--- src/rtl/demux1_4_router.sv ---
// 1-to-4 router: steers each accepted word by {select1,select0} into a one-entry holding register per output channel.
// Latency: a word accepted at edge k is presented with outN_valid=1 in cycle k+1.
// Backpressure: in_ready drops only while the selected channel is full and its consumer is not ready; other channels keep flowing.
module demux1_4_router #(
    parameter int WIDTH = 32,
    parameter int CNTW  = 8
) (
    input  logic             clk,
    input  logic             reset,
    input  logic [WIDTH-1:0] in_data,
    input  logic             select1,
    input  logic             select0,
    input  logic             in_valid,
    output logic             in_ready,
    output logic [WIDTH-1:0] out1_data,
    output logic [WIDTH-1:0] out2_data,
    output logic [WIDTH-1:0] out3_data,
    output logic [WIDTH-1:0] out4_data,
    output logic             out1_valid,
    output logic             out2_valid,
    output logic             out3_valid,
    output logic             out4_valid,
    input  logic             out1_ready,
    input  logic             out2_ready,
    input  logic             out3_ready,
    input  logic             out4_ready,
    output logic [CNTW-1:0]  out1_count,
    output logic [CNTW-1:0]  out2_count,
    output logic [CNTW-1:0]  out3_count,
    output logic [CNTW-1:0]  out4_count
);

    logic [1:0]       sel;
    logic [3:0]       out_rdy;
    logic [3:0]       vld_q;
    logic [3:0]       push;
    logic [3:0]       pop;
    logic [WIDTH-1:0] data_q [4];
    logic [CNTW-1:0]  cnt_q  [4];

    assign sel     = {select1, select0};
    assign out_rdy = {out4_ready, out3_ready, out2_ready, out1_ready};

    // A full channel can still take a word in the same cycle its consumer drains it.
    assign in_ready = !vld_q[sel] || out_rdy[sel];
    assign pop      = vld_q & out_rdy;

    always_comb begin
        push      = '0;
        push[sel] = in_valid && in_ready;
    end

    always_ff @(posedge clk) begin
        if (reset) begin
            vld_q <= '0;
            for (int i = 0; i < 4; i++) begin
                data_q[i] <= '0;
                cnt_q[i]  <= '0;
            end
        end else begin
            for (int i = 0; i < 4; i++) begin
                if (push[i]) begin
                    data_q[i] <= in_data;
                end
                vld_q[i] <= push[i] | (vld_q[i] & ~pop[i]);
                if (pop[i]) begin
                    cnt_q[i] <= cnt_q[i] + CNTW'(1);
                end
            end
        end
    end

    assign out1_data  = data_q[0];
    assign out2_data  = data_q[1];
    assign out3_data  = data_q[2];
    assign out4_data  = data_q[3];
    assign out1_valid = vld_q[0];
    assign out2_valid = vld_q[1];
    assign out3_valid = vld_q[2];
    assign out4_valid = vld_q[3];
    assign out1_count = cnt_q[0];
    assign out2_count = cnt_q[1];
    assign out3_count = cnt_q[2];
    assign out4_count = cnt_q[3];

endmodule
--- config.mk ---
export PLATFORM = sky130hd
export DESIGN_NAME = demux1_4_router
export DESIGN_NICKNAME = d
export VERILOG_FILES = /design/src/rtl/demux1_4_router.sv
export SDC_FILE = /design/constraint.sdc
export NUM_CORES = 1
export LEC_CHECK = 0
export CELL_PAD_IN_SITES_DETAIL_PLACEMENT = 0
export CELL_PAD_IN_SITES_GLOBAL_PLACEMENT = 2
export CORE_MARGIN = 2
export CORE_UTILIZATION = 33
export DETAILED_ROUTE_END_ITERATION = 8
export PLACE_DENSITY_LB_ADDON = 0.1
export SETUP_SLACK_MARGIN = 0.4
export SYNTH_ARGS = -nofsm -noshare
export SYNTH_HDL_FRONTEND = slang
export SYNTH_SLANG_ARGS = --single-unit
--- constraint.sdc ---
create_clock -name clk -period 5.18 [get_ports clk]
set_input_delay 1.036 -clock clk [delete_from_list [all_inputs] [get_ports clk]]
set_output_delay 1.036 -clock clk [all_outputs]
set_load 0.01 [all_outputs]
==> results.md <==
- Status: complete, no violations
- Die ar.: 0.0210 mm^2
- Worst Hold Margin: 593 ps
- Share of cells above drive strength 1: 0.105
- Max Clock Freq: 0.250 GHz
- Tmin final: 4000 ps
- Yosys warnings: 0
- Worst Setup Start Kind: input port
- Hold Path Origin: vld_q[2]$_SDFF_PP0_
- Sequential share of the synthesized area: 0.745
- Leakage Power: about 3.2 nW
- Total Power: slightly above 3 mW
- FF-to-FF Start: vld_q[0]$_SDFF_PP0_
- Die Span Y: about 140 um
- RSZ-0062 raised after global routing: false
- Vias in the first global route: 4,613
- CTS buffer count: 17
- Setup WS post-layout: between 1000 and 1500 ps
- Commonest cells after routing, fill and taps aside: clkdlybuf4s50_1, edfxtp_1, nor2_1
- Routed Antenna Nets: 0
- Max Cap Viol: 0
- Width of the die: 145 um
- Placeable Area: around 0.019 mm^2
- Total GRT Usage: 0.172
- Count of pins over their slew limit: 0
- CTS hold repair buffers: 0
- Place WS: 1200 ps
- Tcrit/Tclk final: 0.772
- # port buffers: 205
- Clock tree buffer depth: 2
- PD cells: ~330 mW/mm^2
- H-tree depth: 4
- Worst reg2reg setup slack: 3420 ps
- Final hold viol count: 0
- Hold WC Path Type: reg -> reg
- Met2 WL: 8.65 mm
- Clock Pin Slew Worst Setup and Hold Paths: approximately 60 ps
- Initial antenna violation count: 1
- Final setup TNS: 0 ps
- Worst EP arrival: 2960 ps
- Layout area overhead: 43.0%
- Final nets: ~740
- Critical Path RT: between 4000 and 5000 ps
- Internal: 2.34 mW
- Sequential Power Share: 0.503
- Pin count of the biggest net entering global routing: 33
- Met3 routed WL: 1.60 mm
- Detailed Route WL: 17.8 mm
- Via count: 4,468
- Max transition margin: 0.262
- Combinational Power Share: 0.097
- Top routing layer used: met4
- Fill cells: 1,805
- Per-cell routed wire length: 18.4 um
- Hold endpoint: vld_q[2]$_SDFF_PP0_
- DRC errors left: 0
- DR iter-0 viols: 310
- DR pass1 iterations: 5
- Hold Path Depth: 2
- GRT overflow: 0
- Synth Register Bits: 164
- Vias per cell: 4.61
- Clock root cell: clkbuf_16
- GPL Wtd Cong: 0.750
- Starting density of the core: 0.337
- Worst Max-Slew Pin Slew: ~1100 ps
- Worst setup path class: in -> out
- Post-Syn Instances: between 400 and 500
- Post-synth net total: 535
- Most common cell after layout, fill and taps aside: clkdlybuf4s50_1
- Worst setup skew after layout: 8.33 ps
- CTS tree: built
- Peak supply drop: 0.000223 V
- Library cells used by synthesis: 30
- Post-DP HPWL: 11.2 mm
- Post-Syn Area: 0.00656 mm^2
- Post_cts resized: 0
- P_sw: ~0.74 mW
- Sw Share: 0.241
- Postcts setup bufs: 0
- Worst-case reg-to-reg path depth: 2
- CP endpoint kind: output port
- Clock Power Share: 0.400
- # IOs: 206
- Clk_lat worst skew: about 420 ps
- Final setup fails: 0
- Reg2reg end: data_q[0][12]$_SDFFCE_PN0P_
- First-pass GRT wire length: 27.5 mm
- Row count: 51
- Avg Cell Area, Syn: about 13 um^2
- M1 WL: 7.24 mm
- Clk sink count: about 160
- Max Fanout on Critical Path: 8
Yosys cell counts (all sizes together):
cell type | count | area, um^2
nand3 | 20 | 100
nor2 | 149 | 634
o21ai | 12 | 60.1
or2 | 4 | 25.0
a21oi | 16 | 80.1
ha | 4 | 50.1
or3 | 13 | 86.3
nand2b | 8 | 50.1
xor2 | 8 | 70.1
nand3b | 1 | 7.51
nand2 | 41 | 154
a31o | 2 | 17.5
buf | 11 | 114
a41o | 2 | 22.5
clkbuf | 14 | 52.6
nand4 | 4 | 25.0
edfxtp | 160 | 4800
xnor2 | 4 | 35.0
dfxtp | 4 | 80.1
and2b | 1 | 8.76
and2 | 4 | 25.0
inv | 5 | 18.8
nor2b | 2 | 12.5
mux4 | 1 | 26.3
worst max path at each step:
stage	start	to	slack (ps)	depth (start not counted)
after floorplan	select1	in_ready	2230	3
after global placement	select1	in_ready	1270	4
after detailed placement	select1	in_ready	1200	4
after CTS	select1	in_ready	1200	4
after global routing	select1	in_ready	1120	4
final	select1	in_ready	1180	4
layer usage:
metal | GRT usage | up-vias
met2 | 0.276 | 164
met4 | 0.0550 | 0
met1 | 0.212 | 2168
li1 | - | 2114
met5 | 0 | -
met3 | 0.0720 | 22
through the flow:
stage / cell area, um^2 / util / std cells
2_1_floorplan: 6560 / - / 490
3_3_place_gp: 8800 / 0.452 / 936
3_5_place_dp: 8800 / 0.452 / 936
4_1_cts: 9380 / 0.482 / 968
5_1_grt: 9380 / 0.482 / 968
6_report: 9380 / 0.482 / 969
worst max-delay path, cell delays in order:
cell and delay [ps]:
clkdlybuf4s50_1 570, inv_1 260, mux4_1 590, clkdlybuf4s50_1 500
kinds of logic (layout without fill, tap and decap cells):
kind of cell             Yosys count  after routing  synth area share
AND/OR/NAND/NOR                  247            247             0.172
flip-flops                       164            164             0.745
AO/OA/AOI/OAI                     32             32            0.0275
buffers and inverters             30            243            0.0282
XOR/XNOR                          12             12            0.0160
adder cells (fa/ha/maj)            4              4           0.00763
multiplexers                       1              1           0.00401
other                              0              1                 0
layout make-up:
type	instances	area, um^2	area share
multi-input cells	296	1510	0.161
diodes	1	2.50	0.000267
inverters	5	18.8	0.00200
flip-flops and latches	164	4880	0.521
repair buffers	206	2060	0.220
clock buffers	18	429	0.0458
well taps	265	332	0.0354
clock inverters	14	144	0.0153
sequential cells by signal, indices dropped and copies added (netlist names):
register and cells:
data_q 128, cnt_q 32, vld_q 4
power groups by stage:
stage / sequential (mW) / clock (mW) / combinational (mW)
detailed placement: 1.58 / 0 / 0.306
CTS: 1.55 / 1.26 / 0.307
global placement: 1.58 / 0 / 0.305
finish: 1.55 / 1.23 / 0.300
floorplan: 1.60 / 0 / 0.0896
global route: 1.56 / 1.31 / 0.323
(Power assumes the default switching activity.)
==> patch 1: new RTL, config.mk and constraints unchanged <==
`WIDTH`: 32 -> 16.
--- a/src/rtl/demux1_4_router.sv
+++ b/src/rtl/demux1_4_router.sv
@@ -2,7 +2,7 @@
 // Latency: a word accepted at edge k is presented with outN_valid=1 in cycle k+1.
 // Backpressure: in_ready drops only while the selected channel is full and its consumer is not ready; other channels keep flowing.
 module demux1_4_router #(
-    parameter int WIDTH = 32,
+    parameter int WIDTH = 16,
     parameter int CNTW  = 8
 ) (
     input  logic             clk,
Ports: changed (5 resized); port bits go from 206 to 126. No check against the original RTL was run, so the function may have changed too.
==> patch 1 against the original RTL <==
  * Worst hold slack gained 7.1 ps
  * Global-route usage shrank 2.0 points
  * Power shrank 43%
  * Via count shrank 35%
  * Wire length shrank 44%
  * Clock skew shrank 3.4 ps
  * Synthesized area shrank 36%
  * Count of clock-buffer cells in the layout shrank 8
  * First-iteration DRC count shrank 59%
  * Design area shrank 38%
  * Sequential cell count shrank 64
  * Worst setup slack gained 72 ps
  * Final cell count shrank 35%
  * Critical endpoint unchanged
  * Highest routed layer unchanged
==> patch 1: results (changes against the original RTL) <==
finish:
  drive_above_1_share: 0.06941  # -0.03585
  n_fill_cell: 1232  # -32%
  reg.largest.list: "data_q x64, cnt_q x32, vld_q x4"
  antenna_cells: 0  # -1
  nets: 485  # -34%
detailed_routing:
  avgViaCountPerCell: 4.580  # -0.68%
  post_drt_wl_per_cell_um: 15.75  # -14%
  drtPass1Iterations: 4  # -1
  drt_iter0_drc: 127  # -59%
synth:
  ys_top_cells_by_count: "edfxtp_1, nor2_1, nand2_1"
  ys_top_cells_by_area: "edfxtp_1, nor2_1, nand3_1"
  netlist-cell-type-count: 31  # +3.3%
  synth_edf_count: 96  # -40%
  syn_nets: 362  # -32%
min_path:
  worstHoldEndpoint: "vld_q[1]"
run_status:
  status: "finished clean"
global_route:
  grt_max_degree: 21  # -36%
  grt_pass1_wl_um: 15400  # -44%
  grt.total_usage: 0.1526  # -0.01973
  met2_usage: 0.2416  # -0.03481
  grtUsageMet3: 0.03811  # -0.03391
  grt_use_met1: 0.2013  # -0.01028
critical_path:
  worst_path_largest_cell_delay_ps: 570  # -20 ps
  r2r-start: "vld_q[1]"
  reg2reg_slack_ps: 3580  # +160 ps
  timing.rr.end: "data_q[1][12]"
timing:
  timing.slew.headroom: 0.4441  # +0.1826
  fin_skew_ps: 4.897  # -3.428 ps
placement:
  io_buffers: 125  # -39%
  gp_congestion: 0.7504  # +0.12%
  dp_hpwl_um: 6837  # -39%
clock_network:
  h-tree-depth: 3  # -1
power:
  leakage_nw: 1.993  # -38%
-- patch 1: cell types whose count changed after synthesis, moves of 8 or more --
cell | unedited run | this run
edfxtp_1 | 160 | 96
clkbuf_1 | 14 | 6
nor2_2 | 30 | 10
nor2_1 | 119 | 75
nand2_1 | 41 | 24
-- patch 1: cell families (layout without fill, tap and decap cells) --
family,after synthesis,count (layout),share of synthesized area
xor gates and xnor gates,12,12,0.02500
AOI/OAI and AO/OA,33,33,0.04405
adders and majority gates,4,4,0.01191
buffers and inverters,20,148,0.02797
DFF,100,100,0.7048
muxes,1,1,0.006251
and+or+nand+nor,163,163,0.1801
-- patch 1: layer usage --
layer | share of wire | routed length [um] | vias to the layer above
li1 | - | - | 1427
met1 | 0.44 | 4435 | 1380
met2 | 0.47 | 4674 | 82
met3 | 0.069 | 692 | 10
met4 | 0.017 | 168 | 0
met5 | 0 | 0 | -
-- patch 1: per-stage QoR --
step / instances / utilization / worst slack (ps) / hold WS (ps) / total power, mW
2_1_floorplan: 333 / - / 2228 / 563.3 / 1.035
3_3_place_gp: 617 / 0.4460 / 1281 / 584.6 / 1.145
3_5_place_dp: 617 / 0.4460 / 1247 / 585.5 / 1.146
4_1_cts: 633 / 0.4681 / 1242 / 597.0 / 1.777
5_1_grt: 633 / 0.4681 / 1150 / 652.0 / 1.826
6_report: 633 / 0.4681 / 1253 / 600.3 / 1.753
-- patch 1: layout make-up --
class / count / area share
Clock buffer: 10 / 0.03908
Sequential cell: 100 / 0.5057
Tap cell: 172 / 0.03673
Clock inverter: 6 / 0.008114
Inverter: 6 / 0.003844
Timing Repair Buffer: 126 / 0.2148
Multi-Input combinational cell: 213 / 0.1918
-- patch 1: how the worst max path moves through the flow --
stage                    end    start  cells past startpoint  slack, ps
finish              in_ready  select1                      4       1250
global route        in_ready  select1                      4       1150
CTS                 in_ready  select1                      4       1240
detailed placement  in_ready  select1                      4       1250
global placement    in_ready  select1                      4       1280
floorplan           in_ready  select1                      3       2230
-- patch 1: power breakdown --
group          switching [mW]  total, mW  internal (mW)
Combinational          0.0902      0.180         0.0896
Sequential             0.0215      0.945          0.923
Clock                   0.298      0.628          0.330
Total                   0.410       1.75           1.34
-- patch 1: worst reg2reg max path: stages (launching register included) --
cell	delay (ps)
dfxtp_1	340
nand2b_1	140
a41o_1	750
==> patch 2: new RTL, same flow settings <==
Made on the original files. Register the outputs `out1_count`, `out2_count`, `out3_count` and `out4_count`, with the module's reset; this adds one clock of latency there. The other outputs are not delayed to match.
--- a/src/rtl/demux1_4_router.sv
+++ b/src/rtl/demux1_4_router.sv
@@ -78,9 +78,18 @@
     assign out2_valid = vld_q[1];
     assign out3_valid = vld_q[2];
     assign out4_valid = vld_q[3];
-    assign out1_count = cnt_q[0];
-    assign out2_count = cnt_q[1];
-    assign out3_count = cnt_q[2];
-    assign out4_count = cnt_q[3];
+    always_ff @(posedge clk) begin
+        if (reset) begin
+            out1_count <= '0;
+            out2_count <= '0;
+            out3_count <= '0;
+            out4_count <= '0;
+        end else begin
+            out1_count <= cnt_q[0];
+            out2_count <= cnt_q[1];
+            out3_count <= cnt_q[2];
+            out4_count <= cnt_q[3];
+        end
+    end
 
 endmodule
Formal check against the unedited RTL: not equivalent (a bounded check fails within 4 cycles, from zero or initial values and one cycle with reset high).
==> patch 2 against the original RTL <==
  * Synthesized area increased by 13%
  * Clock skew rose by 2.8 ps
  * Worst setup slack better by 94 ps
  * Sequential cell count up 32
  * Core utilization shrank 1.4 points
  * Global-route usage is 1.7 points lower
  * Design area increased by 9.1%
  * Maximum frequency rose by 2.4%
  * Combinational power up 1%
  * Critical endpoint unchanged
  * Largest power group unchanged
  * Wire length increased by 1.7%
  * Power increased by 8.7%
==> patch 2: results (changes against the original RTL) <==
run_status:
  status: "finished clean"
power:
  leakage_nw: 3.574  # +11%
  p_sw_frac: 0.2382  # -0.002727
  peakVddDrop_v: 0.0002130  # -4.3%
  p_seq_mw: 1.81  # +17%
  clkPwrFrac: 0.369  # -0.031
finish:
  nets: 799  # +8.7%
  multi_input_area_um2: 1720  # +14%
  reg.largest.list: "data_q x128, cnt_q x32"
  drive_above_1_share: 0.09791  # -0.007352
  n_fill_cell: 2025  # +12%
synth:
  ys_warn_count: 0  # unchanged
  syn_nets: 599  # +12%
  ys_top_cells_by_area: "edfxtp_1, dfxtp_1, nor2_1"
  synthAdderAreaFrac: 0.006774  # -0.0008553
  synth-compound-area-share: 0.02472  # -0.002740
  synth_xor_area_frac: 0.01423  # -0.001796
  yosysSeqAreaShare: 0.7478  # +0.003229
  netlist-cell-type-count: 33  # +10%
  ys_top_cells_by_count: "edfxtp_1, nor2_1, nand2_1"
  muxShareOfSynthArea: 0.003048  # -0.0009571
global_route:
  grt_antenna_before_repair: 0  # -1
  met2_usage: 0.2538  # -0.02267
  grt.total_usage: 0.1554  # -0.01689
  grtUsageMet3: 0.03720  # -0.03481
  grt_pass1_vias: 4824  # +4.6%
  grt_max_degree: 48  # +45%
  grt_use_met1: 0.2028  # -0.008788
  grt_pass1_wl_um: 27860  # +1.5%
clock_network:
  cts_resized: 0  # unchanged
  path_clk_slew_ps: 80  # +20 ps
critical_path:
  reg2reg_slack_ps: 3250  # -170 ps
  ff2ff_path_depth: 3  # +1
  worst_path_largest_cell_delay_ps: 530  # -60 ps
  timing.rr.end: "data_q[0][31]"
  cp_max_fo: 8  # unchanged
  crit_path_top_delay_cell: "clkdlybuf4s50_1"
  cp.arrival_ps: 2870  # -90 ps
min_path:
  worstHoldEndpoint: "out4_count[7]"
  hold_path.startpoint: "cnt_q[3][7]"
  hold_depth: 1  # -1
detailed_routing:
  via_count: 4795  # +7.3%
  wl_met3_um: 1113  # -31%
  drt_iter0_drc: 234  # -25%
  drtPass1Iterations: 4  # -1
  wl_um: 18140  # +1.7%
  met2_length_um: 8880  # +2.6%
  wl_met1_um: 7885  # +8.9%
placement:
  gp_congestion: 0.7386  # -1.5%
  preCtsSetupSlack_ps: 1251  # +52.85 ps
  dp_hpwl_um: 12080  # +8.1%
timing:
  fin_skew_ps: 11.10  # +2.770 ps
  tightest_slew_ps: 1082  # -26.14 ps
  period_share: 0.7538  # -0.01817
==> patch 2: stage by stage <==
step	hold WS [ps]	std cells	utilization	area, um2	power, mW
floorplan	465.7	554	-	7388	1.961
global placement	489.4	1015	0.4422	9681	2.152
detailed placement	508.5	1015	0.4422	9681	2.153
CTS	526.3	1046	0.4674	10230	3.398
global route	557.1	1046	0.4674	10230	3.481
finish	522.9	1047	0.4675	10230	3.346
==> patch 2: cell type report <==
class	instances	share of cell area
multi-input combinational	327	0.1681
sequential	196	0.5399
antenna	1	0.0002445
inverter	4	0.001467
tap	280	0.03423
timing repair buffer	208	0.2022
clock inverter	13	0.01186
clock buffer	18	0.04194
==> patch 2: worst max-delay path by stage <==
stage            start  endpoint  cells after the start
4_1_cts        select1  in_ready                      4
2_1_floorplan  select1  in_ready                      3
6_report       select1  in_ready                      4
3_3_place_gp   select1  in_ready                      4
5_1_grt        select1  in_ready                      4
3_5_place_dp   select1  in_ready                      4
